--- config.mk ---
export PLATFORM = sky130hd
export DESIGN_NAME = aes_req_arbiter
export DESIGN_NICKNAME = d
export VERILOG_FILES = /design/src/rtl/aes_req_arbiter.sv
export SDC_FILE = /design/constraint.sdc
export NUM_CORES = 1
export LEC_CHECK = 0
export CORE_AREA = 8 8 402 404
export DETAILED_ROUTE_END_ITERATION = 16
export DIE_AREA = 0 0 410 412
export SETUP_SLACK_MARGIN = 0.15
export SLEW_MARGIN = 15
export SYNTH_ARGS = -nofsm -noshare
export SYNTH_HDL_FRONTEND = slang
export SYNTH_SLANG_ARGS = --single-unit
export TNS_END_PERCENT = 1
--- constraint.sdc ---
create_clock -name clk -period 2.4 [get_ports clk]
set_input_delay 0.24 -clock clk [delete_from_list [all_inputs] [get_ports clk]]
set_output_delay 0.24 -clock clk [all_outputs]
set_load 0.02 [all_outputs]
--- src/rtl/aes_req_arbiter.sv ---
// aes_req_arbiter: round-robin scheduler sharing one AES-128 core among NUM_REQ requesters.
// Ports:
//   clk, rst_n                    clock, asynchronous active-low reset
//   req_valid/req_ready           per-requester job handshake (req_ready one-hot or zero)
//   req_enc_dec/req_data/req_key  per-requester job fields, requester i at [i] / [i*128+:128]
//   rsp_valid/rsp_ready           shared response handshake
//   rsp_id/rsp_data/rsp_timeout   response tag, result block, watchdog-error flag
//   core_start                    single-cycle start pulse to the core
//   core_enc_dec/core_data_in/core_key_in  core inputs, held stable for the whole job
//   core_data_out/core_ready      core result and done flag
//   busy                          high whenever not IDLE
//   fault                         sticky watchdog fault, cleared only by rst_n
module aes_req_arbiter #(
    parameter int NUM_REQ        = 2,
    parameter int ID_W           = 1,
    parameter int TIMEOUT_CYCLES = 255,
    parameter int CNT_W          = 8
) (
    input  logic                   clk,
    input  logic                   rst_n,
    input  logic [NUM_REQ-1:0]     req_valid,
    output logic [NUM_REQ-1:0]     req_ready,
    input  logic [NUM_REQ-1:0]     req_enc_dec,
    input  logic [NUM_REQ*128-1:0] req_data,
    input  logic [NUM_REQ*128-1:0] req_key,
    output logic                   rsp_valid,
    input  logic                   rsp_ready,
    output logic [ID_W-1:0]        rsp_id,
    output logic [127:0]           rsp_data,
    output logic                   rsp_timeout,
    output logic                   core_start,
    output logic                   core_enc_dec,
    output logic [127:0]           core_data_in,
    output logic [127:0]           core_key_in,
    input  logic [127:0]           core_data_out,
    input  logic                   core_ready,
    output logic                   busy,
    output logic                   fault
);
    typedef enum logic [2:0] {IDLE, START, WAIT, RESP, FAULT} state_t;
    state_t state, state_nxt;
    logic [ID_W-1:0]    ptr, ptr_nxt, gnt_id;
    logic [CNT_W-1:0]   wd;
    logic [NUM_REQ-1:0] hi_mask, pick, oh;
    logic [ID_W-1:0]    id_acc   [NUM_REQ+1];
    logic [127:0]       data_acc [NUM_REQ+1];
    logic [127:0]       key_acc  [NUM_REQ+1];
    logic               grant, wd_expire, sel_enc;
    // Requests at or after the pointer win; if none, wrap to the lowest valid index.
    // The one-hot winner drives AND-OR muxes so no variable indexing is needed.
    assign id_acc[0]   = '0;
    assign data_acc[0] = '0;
    assign key_acc[0]  = '0;
    for (genvar g = 0; g < NUM_REQ; g++) begin : g_sel
        assign hi_mask[g]    = req_valid[g] & (g >= int'(ptr));
        assign id_acc[g+1]   = id_acc[g] | (oh[g] ? ID_W'(g) : '0);
        assign data_acc[g+1] = data_acc[g] | ({128{oh[g]}} & req_data[g*128 +: 128]);
        assign key_acc[g+1]  = key_acc[g] | ({128{oh[g]}} & req_key[g*128 +: 128]);
    end
    assign pick      = (|hi_mask) ? hi_mask : req_valid;
    assign oh        = pick & (-pick);
    assign gnt_id    = id_acc[NUM_REQ];
    assign sel_enc   = |(oh & req_enc_dec);
    // A still-asserted core_ready means the previous result has not been cleared yet.
    assign grant     = (state == IDLE) && (|req_valid) && !core_ready;
    assign req_ready = grant ? oh : '0;
    // Compare-based wrap keeps non-power-of-2 requester counts correct.
    assign ptr_nxt   = (gnt_id == ID_W'(NUM_REQ-1)) ? '0 : gnt_id + ID_W'(1);
    assign wd_expire = (wd == CNT_W'(TIMEOUT_CYCLES-1));
    assign rsp_valid = (state == RESP);
    assign busy      = (state != IDLE);
    always_comb begin
        state_nxt = state;
        case (state)
            IDLE:    state_nxt = grant ? START : IDLE;
            START:   state_nxt = WAIT;
            WAIT:    state_nxt = (core_ready || wd_expire) ? RESP : WAIT;
            RESP:    state_nxt = !rsp_ready ? RESP : (fault ? FAULT : IDLE);
            FAULT:   state_nxt = FAULT;
            default: state_nxt = IDLE;
        endcase
    end
    // core_start is a flop rather than a state decode so it can never glitch high.
    always_ff @(posedge clk or negedge rst_n) begin
        if (!rst_n) begin
            state        <= IDLE;
            ptr          <= '0;
            wd           <= '0;
            core_start   <= 1'b0;
            core_enc_dec <= 1'b0;
            core_data_in <= '0;
            core_key_in  <= '0;
            rsp_id       <= '0;
            rsp_data     <= '0;
            rsp_timeout  <= 1'b0;
            fault        <= 1'b0;
        end else begin
            state      <= state_nxt;
            core_start <= grant;
            wd         <= (state == WAIT) ? wd + CNT_W'(1) : '0;
            if (grant) begin
                ptr          <= ptr_nxt;
                rsp_id       <= gnt_id;
                core_enc_dec <= sel_enc;
                core_data_in <= data_acc[NUM_REQ];
                core_key_in  <= key_acc[NUM_REQ];
            end
            if (state == WAIT && core_ready) begin
                rsp_data    <= core_data_out;
                rsp_timeout <= 1'b0;
            end else if (state == WAIT && wd_expire) begin
                rsp_data    <= '0;
                rsp_timeout <= 1'b1;
                fault       <= 1'b1;
            end
        end
    end
endmodule

==> results.json, run 1 <==
{
  "io_pins": 1041,
  "drc": 0,
  "dp_slack_ps": -452,
  "via_per_inst": 3.60,
  "yosysUniqueCellTypes": 38,
  "rrSetupSlack_ps": 200,
  "synth_area_leaders": "dfrtp_1, mux2_2, mux2i_1, nand2_1, inv_1",
  "p_per_area_nw_per_um2": 1140,
  "final-setup-viol-count": 0,
  "leakagePower_nw": 16.2,
  "drive_above_1_share": 0.149,
  "grt_use_total": 0.138,
  "critPathLaunchType": "register",
  "dp_hpwl_mm": 106,
  "initial_core_util": 0.129,
  "rows": 145,
  "grt_max_degree": 116,
  "critPathKind": "reg2out",
  "hold_viol_final": 0,
  "cts_tree": "built",
  "arrival_ps": 2020,
  "maxSlewHeadroom": 0.553,
  "drv_slew": 0,
  "synth_cells": 1997,
  "first_global_vias": 19600,
  "clock.fmax_mhz": 442,
  "maxCapViolations": 0,
  "numPortBuffers": 1040,
  "worst_pin_slew_ps": 670,
  "root_buffer": "clkbuf_16",
  "drtIter0Drc": 1030,
  "grt_pass1_wl_mm": 165,
  "netlist_area_um2": 20000,
  "rsz0062_at_grt": "true",
  "synth_warnings": 0,
  "final_nets": 3712,
  "setup_tns_ps": 0,
  "synthDominantCellAreaShare": 0.501,
  "ys_seq_area_frac": 0.501,
  "numCtsBuffers": 51,
  "wl_per_cell_um": 23.9,
  "drt_wl_total_mm": 124,
  "antenna_found_initial": 68,
  "clock_latency_ps": 630,
  "setup.worst_path.end_class": "primary output",
  "seq_area_um2": 10000,
  "first_pass_iters": 5,
  "multi_input_area_um2": 8410,
  "syn-num-nets": 2647,
  "antenna_left": 0,
  "cts_max_level": 2,
  "via_count": 18600,
  "syn_avg_cell_area_um2": 10.0,
  "period_minus_slack_ps": 2260,
  "status": "finished clean",
  "ir_drop_mv": 0.562,
  "coreArea_um2": 155000,
  "die_width_um": 410,
  "area_growth_pct": 77.4,
  "overflow": 0,
  "synth_top_area_cell": "dfrtp_1",
  "finClkSkew_ps": 27.7,
  "min_path_type": "in2async",
  "clockBufferDepth": 3,
  "clock-sinks": 401,
  "min_period_over_period": 0.942,
  "fillers": 16900,
  "setup_slack_ps": 138,
  "die-area_um2": 169000,
  "cp_max_fo": 2,
  "gp_congestion": 0.886,
  "dieHeight_um": 412,
  "synth_seq_cells": 401,
  "worstPathRequired_ps": 2160,
  "path_clk_slew_ps": 60
}
==> cell families (layout without fill, tap and decap cells) <==
logic type | Yosys count | in the layout | synth area share
other cells | 0 | 19 | 0
xor+xnor | 3 | 3 | 0.00131
fa+ha+maj | 2 | 2 | 0.00125
compound gates | 141 | 141 | 0.0364
mux | 515 | 515 | 0.274
simple gates | 541 | 541 | 0.105
buf+inv | 394 | 1500 | 0.0811
flops | 401 | 401 | 0.501
==> worst max-delay path, cell delays in order (launching register included) <==
cell,delay (ps)
dfrtp_2,420
nor4_4,360
buf_4,190
o21ai_2,60
buf_6,130
nor2_4,90
buf_12,130
==> sequential cells by signal, summed over array words and instances, names as in the netlist, 3 cells and up <==
signal	count
state	3
core_key_in	128
wd	8
core_data_in	128
rsp_data	128
==> where the power goes <==
part | total (mW) | switching [mW] | internal [mW]
registers | 11.9 | 2.02 | 9.86
clock network | 8.58 | 3.33 | 5.25
logic | 20.1 | 10.9 | 9.24
total | 40.6 | 16.2 | 24.3
==> what timing repair did <==
action,4_1_cts,5_1_grt
cloned,0,0
setup endpoints to repair,262,107
hold buffers,1,0
pin swaps,2,0
endpoints found under the hold margin,40,0
setup buffers,5,0
gates resized for setup,15,0
==> through the flow <==
stage	cells	hold slack, ps	cell area (um2)	util	total power [mW]
3_5_place_dp	5061	260	33500	0.216	32.6
6_report	5180	151	35500	0.229	40.6
3_3_place_gp	5061	258	33500	0.216	32.3
4_1_cts	5161	86.9	35500	0.229	41.5
5_1_grt	5167	134	35500	0.229	42.7
2_1_floorplan	1997	-55.6	20000	-	20.1
==> layer usage <==
metal	part of all wire	track usage
met3	0.10	0.0592
met2	0.50	0.243
met1	0.37	0.152
met4	0.031	0.0402
met5	0.0018	0
==> layout by cell type, fill, tap and decap left out, types with 2 or more instances in the layout <==
master,instances
nand3_1,3
clkinv_4,2
nor2_1,6
inv_16,2
a21oi_1,3
clkbuf_16,51
clkdlybuf4s50_1,1031
buf_8,2
or3_1,3
clkbuf_8,11
buf_4,71
inv_6,3
o21ai_0,123
clkinvlp_4,6
mux2_2,257
dlygate4sd2_1,3
diode_2,19
mux2i_1,258
inv_8,2
clkbuf_1,6
buf_6,2
nand2_1,516
dfrtp_1,400
bufinv_16,9
inv_1,263
xor2_1,2
ha_1,2
buf_12,31
clkinv_2,3
o21ai_1,8
nor4_4,2
==> worst paths after layout <==
check,from,end,cells past startpoint
setup / recovery,state[0]$_DFF_PN0_,req_ready[0],6
min in group clk,core_data_out[123],rsp_data[123]$_DFFE_PN0P_,3
hold / removal,rst_n,core_data_in[16]$_DFFE_PN0P_,2
setup reg to reg,state[0]$_DFF_PN0_,rsp_data[13]$_DFFE_PN0P_,7
max in group asynchronous,rst_n,core_key_in[125]$_DFFE_PN0P_,4
hold reg to reg,fault$_DFFE_PN0P_,fault$_DFFE_PN0P_,1
==> synth_stat cells <==
cell type / count
inv_2: 1
xnor2_1: 1
nor2_1: 7
nand2b_1: 1
buf_2: 45
or4bb_1: 1
nand4_1: 1
or3b_1: 1
a21o_1: 1
inv_1: 264
buf_6: 3
and4bb_2: 1
xor2_1: 2
a32o_1: 1
nor3_1: 1
a21bo_2: 1
nand2_1: 516
clkbuf_1: 52
mux2_2: 257
ha_1: 2
buf_1: 4
clkbuf_2: 11
o31ai_1: 1
nor4_4: 1
mux2i_1: 258
o21a_1: 1
a2111o_1: 1
or4_1: 1
o21ai_0: 124
nand3_1: 4
o21ai_1: 8
and3_1: 1
nor4_1: 1
or3_1: 3
a21oi_1: 3
buf_4: 14
and3b_1: 1
dfrtp_1: 401
==> final cells by class <==
cell class,instances,share of cell area
clock inverters,26,0.0120
flip-flops and latches,401,0.283
inverters,265,0.0282
repair buffers,1141,0.326
diodes,19,0.00134
multi-input cells,1202,0.237
clock buffers,68,0.0408
well taps,2058,0.0725
(Power assumes the default switching activity.)
==> run 2: changes to the inputs <==
- CORE_AREA: 8 8 402 404 -> 8 8 395 397
- DIE_AREA: 0 0 410 412 -> 0 0 403 405
- clock period: 2.4 -> 2.8 ns (I/O delays scaled with it)
==> run 2 against run 1 <==
Net effect: register-to-register slack gained 330 ps; critical path depth unchanged; power decreased by 15%; sequential share of layout area is 0.35 points higher; largest cell class unchanged.
==> results.json, run 2 (same netlist as run 1, synthesis figures left out) <==
{
  "status": "finished clean",
  "worstHoldEndpoint": "rsp_id$_DFFE_PN0P_",
  "cts_max_level": 2,
  "cp_max_fo": 8,
  "min_period_over_period": 0.860,
  "mostFrequentLayoutCells": "clkdlybuf4s50_1, nand2_1, dfrtp_1, inv_1, mux2i_1",
  "maxSlewHeadroom": 0.487,
  "drtIter0Drc": 1195,
  "drive_above_1_share": 0.144,
  "numCtsBuffers": 52,
  "drc": 0,
  "switching_power_mw": 13.6,
  "grt_pass1_wl_mm": 163,
  "setup_slack_ps": 393,
  "p_per_area_nw_per_um2": 978,
  "antenna_left": 0,
  "multi_input_area_um2": 8390,
  "seq_area_um2": 10000,
  "setup.worst_path.end_class": "primary output",
  "overflow": 0,
  "rows": 142,
  "timing.rr.end": "rsp_data[25]$_DFFE_PN0P_",
  "die_width_um": 403,
  "dp_slack_ps": -194,
  "cts_tree": "built",
  "fillers": 16200,
  "dp_hpwl_mm": 104,
  "area_growth_pct": 75.2,
  "antenna_found_initial": 76,
  "reg2regPathDepth": 4,
  "grt_max_degree": 108,
  "leakagePower_nw": 16.1,
  "worst_pin_slew_ps": 769,
  "min_path_type": "in2reg",
  "reg2reg_from": "state[2]$_DFF_PN0_",
  "hold_slack_ps": 136,
  "dieHeight_um": 405,
  "drv_slew": 0,
  "ir_drop_mv": 0.447,
  "critPathKind": "reg2out",
  "rrSetupSlack_ps": 530,
  "grt_use_total": 0.142,
  "reg_top3": "core_data_in x128, core_key_in x128, rsp_data x128",
  "numPortBuffers": 1040,
  "power_frac_clock": 0.213,
  "first_pass_iters": 5,
  "coreArea_um2": 149000,
  "drt_wl_total_mm": 122,
  "maxCapViolations": 0,
  "gp_congestion": 0.931,
  "clockBufferDepth": 3,
  "first_global_vias": 19400,
  "finClkSkew_ps": 41.7,
  "final-setup-viol-count": 0,
  "worstPathRequired_ps": 2520,
  "p_sw_frac": 0.397,
  "via_count": 18500,
  "period_minus_slack_ps": 2410,
  "power_frac_comb": 0.493,
  "critPathLaunchType": "register",
  "via_per_inst": 3.66,
  "wl_per_cell_um": 24.0,
  "die-area_um2": 163000,
  "arrival_ps": 2130,
  "rsz0062_at_grt": "false",
  "seq_power_share": 0.293,
  "intPower_mw": 20.7,
  "root_buffer": "clkbuf_16",
  "worstHoldStart": "req_valid[1]",
  "hold_depth": 3,
  "path_clk_slew_ps": 60,
  "final_common_cell": "clkdlybuf4s50_1",
  "clock-sinks": 401,
  "hold_viol_final": 0,
  "final_nets": 3697,
  "initial_core_util": 0.134,
  "clock.fmax_mhz": 415,
  "clock_latency_ps": 650,
  "io_pins": 1041,
  "setup_tns_ps": 0
}
run 2: cell count changes in the layout (fill, tap and decap cells not counted), moves of 3 or more:
cell             previous run  this run
diode_2                    19        28
buf_4                      71        68
clkinvlp_4                  6         2
clkdlybuf4s50_1          1031      1035
buf_12                     31        18
clkinv_2                    3        12
run 2: area by class of cell:
cell class,count,share of cell area
Antenna cell,28,0.00200
Clock buffer,70,0.0428
Clock inverter,28,0.0105
Inverter,265,0.0286
Multi-Input combinational cell,1202,0.239
Sequential cell,401,0.286
Tap cell,1944,0.0693
Timing Repair Buffer,1125,0.322
run 2: stage by stage:
stage	instance area, um2	power (mW)	utilization	std cells
detailed placement	33100	27.4	0.222	4936
CTS	35000	35.0	0.235	5035
global route	35000	36.1	0.235	5050
global placement	33100	27.2	0.222	4936
floorplan	20000	17.2	-	1997
finish	35100	34.3	0.235	5063
run 2: how the worst max path moves through the flow:
stage,startpoint,end,cells past startpoint
floorplan,state[2]$_DFF_PN0_,core_data_in[101]$_DFFE_PN0P_,6
global placement,core_ready,req_ready[0],7
detailed placement,core_ready,req_ready[0],7
CTS,state[2]$_DFF_PN0_,req_ready[0],6
global route,state[0]$_DFF_PN0_,req_ready[0],6
finish,state[0]$_DFF_PN0_,req_ready[0],6
run 2: routing by layer:
metal	routed length, um	part of all wire	GRT usage	vias up
met5	247	0.0020	0	-
met4	5230	0.043	0.0631	38
met3	14300	0.12	0.0759	208
met2	58700	0.48	0.235	768
met1	43000	0.35	0.149	8937
li1	-	-	-	8566
run 2: power groups by stage:
| stage | Combinational, mW | Clock [mW] | Sequential, mW |
|---|---|---|---|
| 4_1_cts | 17.3 | 7.63 | 10.1 |
| 5_1_grt | 17.9 | 7.80 | 10.4 |
| 6_report | 16.9 | 7.31 | 10.1 |
| 2_1_floorplan | 4.19 | 0 | 13.0 |
| 3_5_place_dp | 17.3 | 0 | 10.2 |
| 3_3_place_gp | 17.2 | 0 | 10.1 |
run 2: worst max-delay path, stage by stage, from the launching register on:
cell and delay (ps):
dfrtp_2 450, nor4_4 340, buf_4 170, o21ai_0 80, buf_4 170, nor2_1 150, buf_4 170
run 2: repair_timing:
action / in CTS / in global routing
pin swaps: 0 / 1
endpoints found under the setup margin: 2 / 1
resized for setup: 4 / 5
hold buffers: 1 / 0
hold endpoints to repair: 56 / 0
setup buffers: 0 / 0
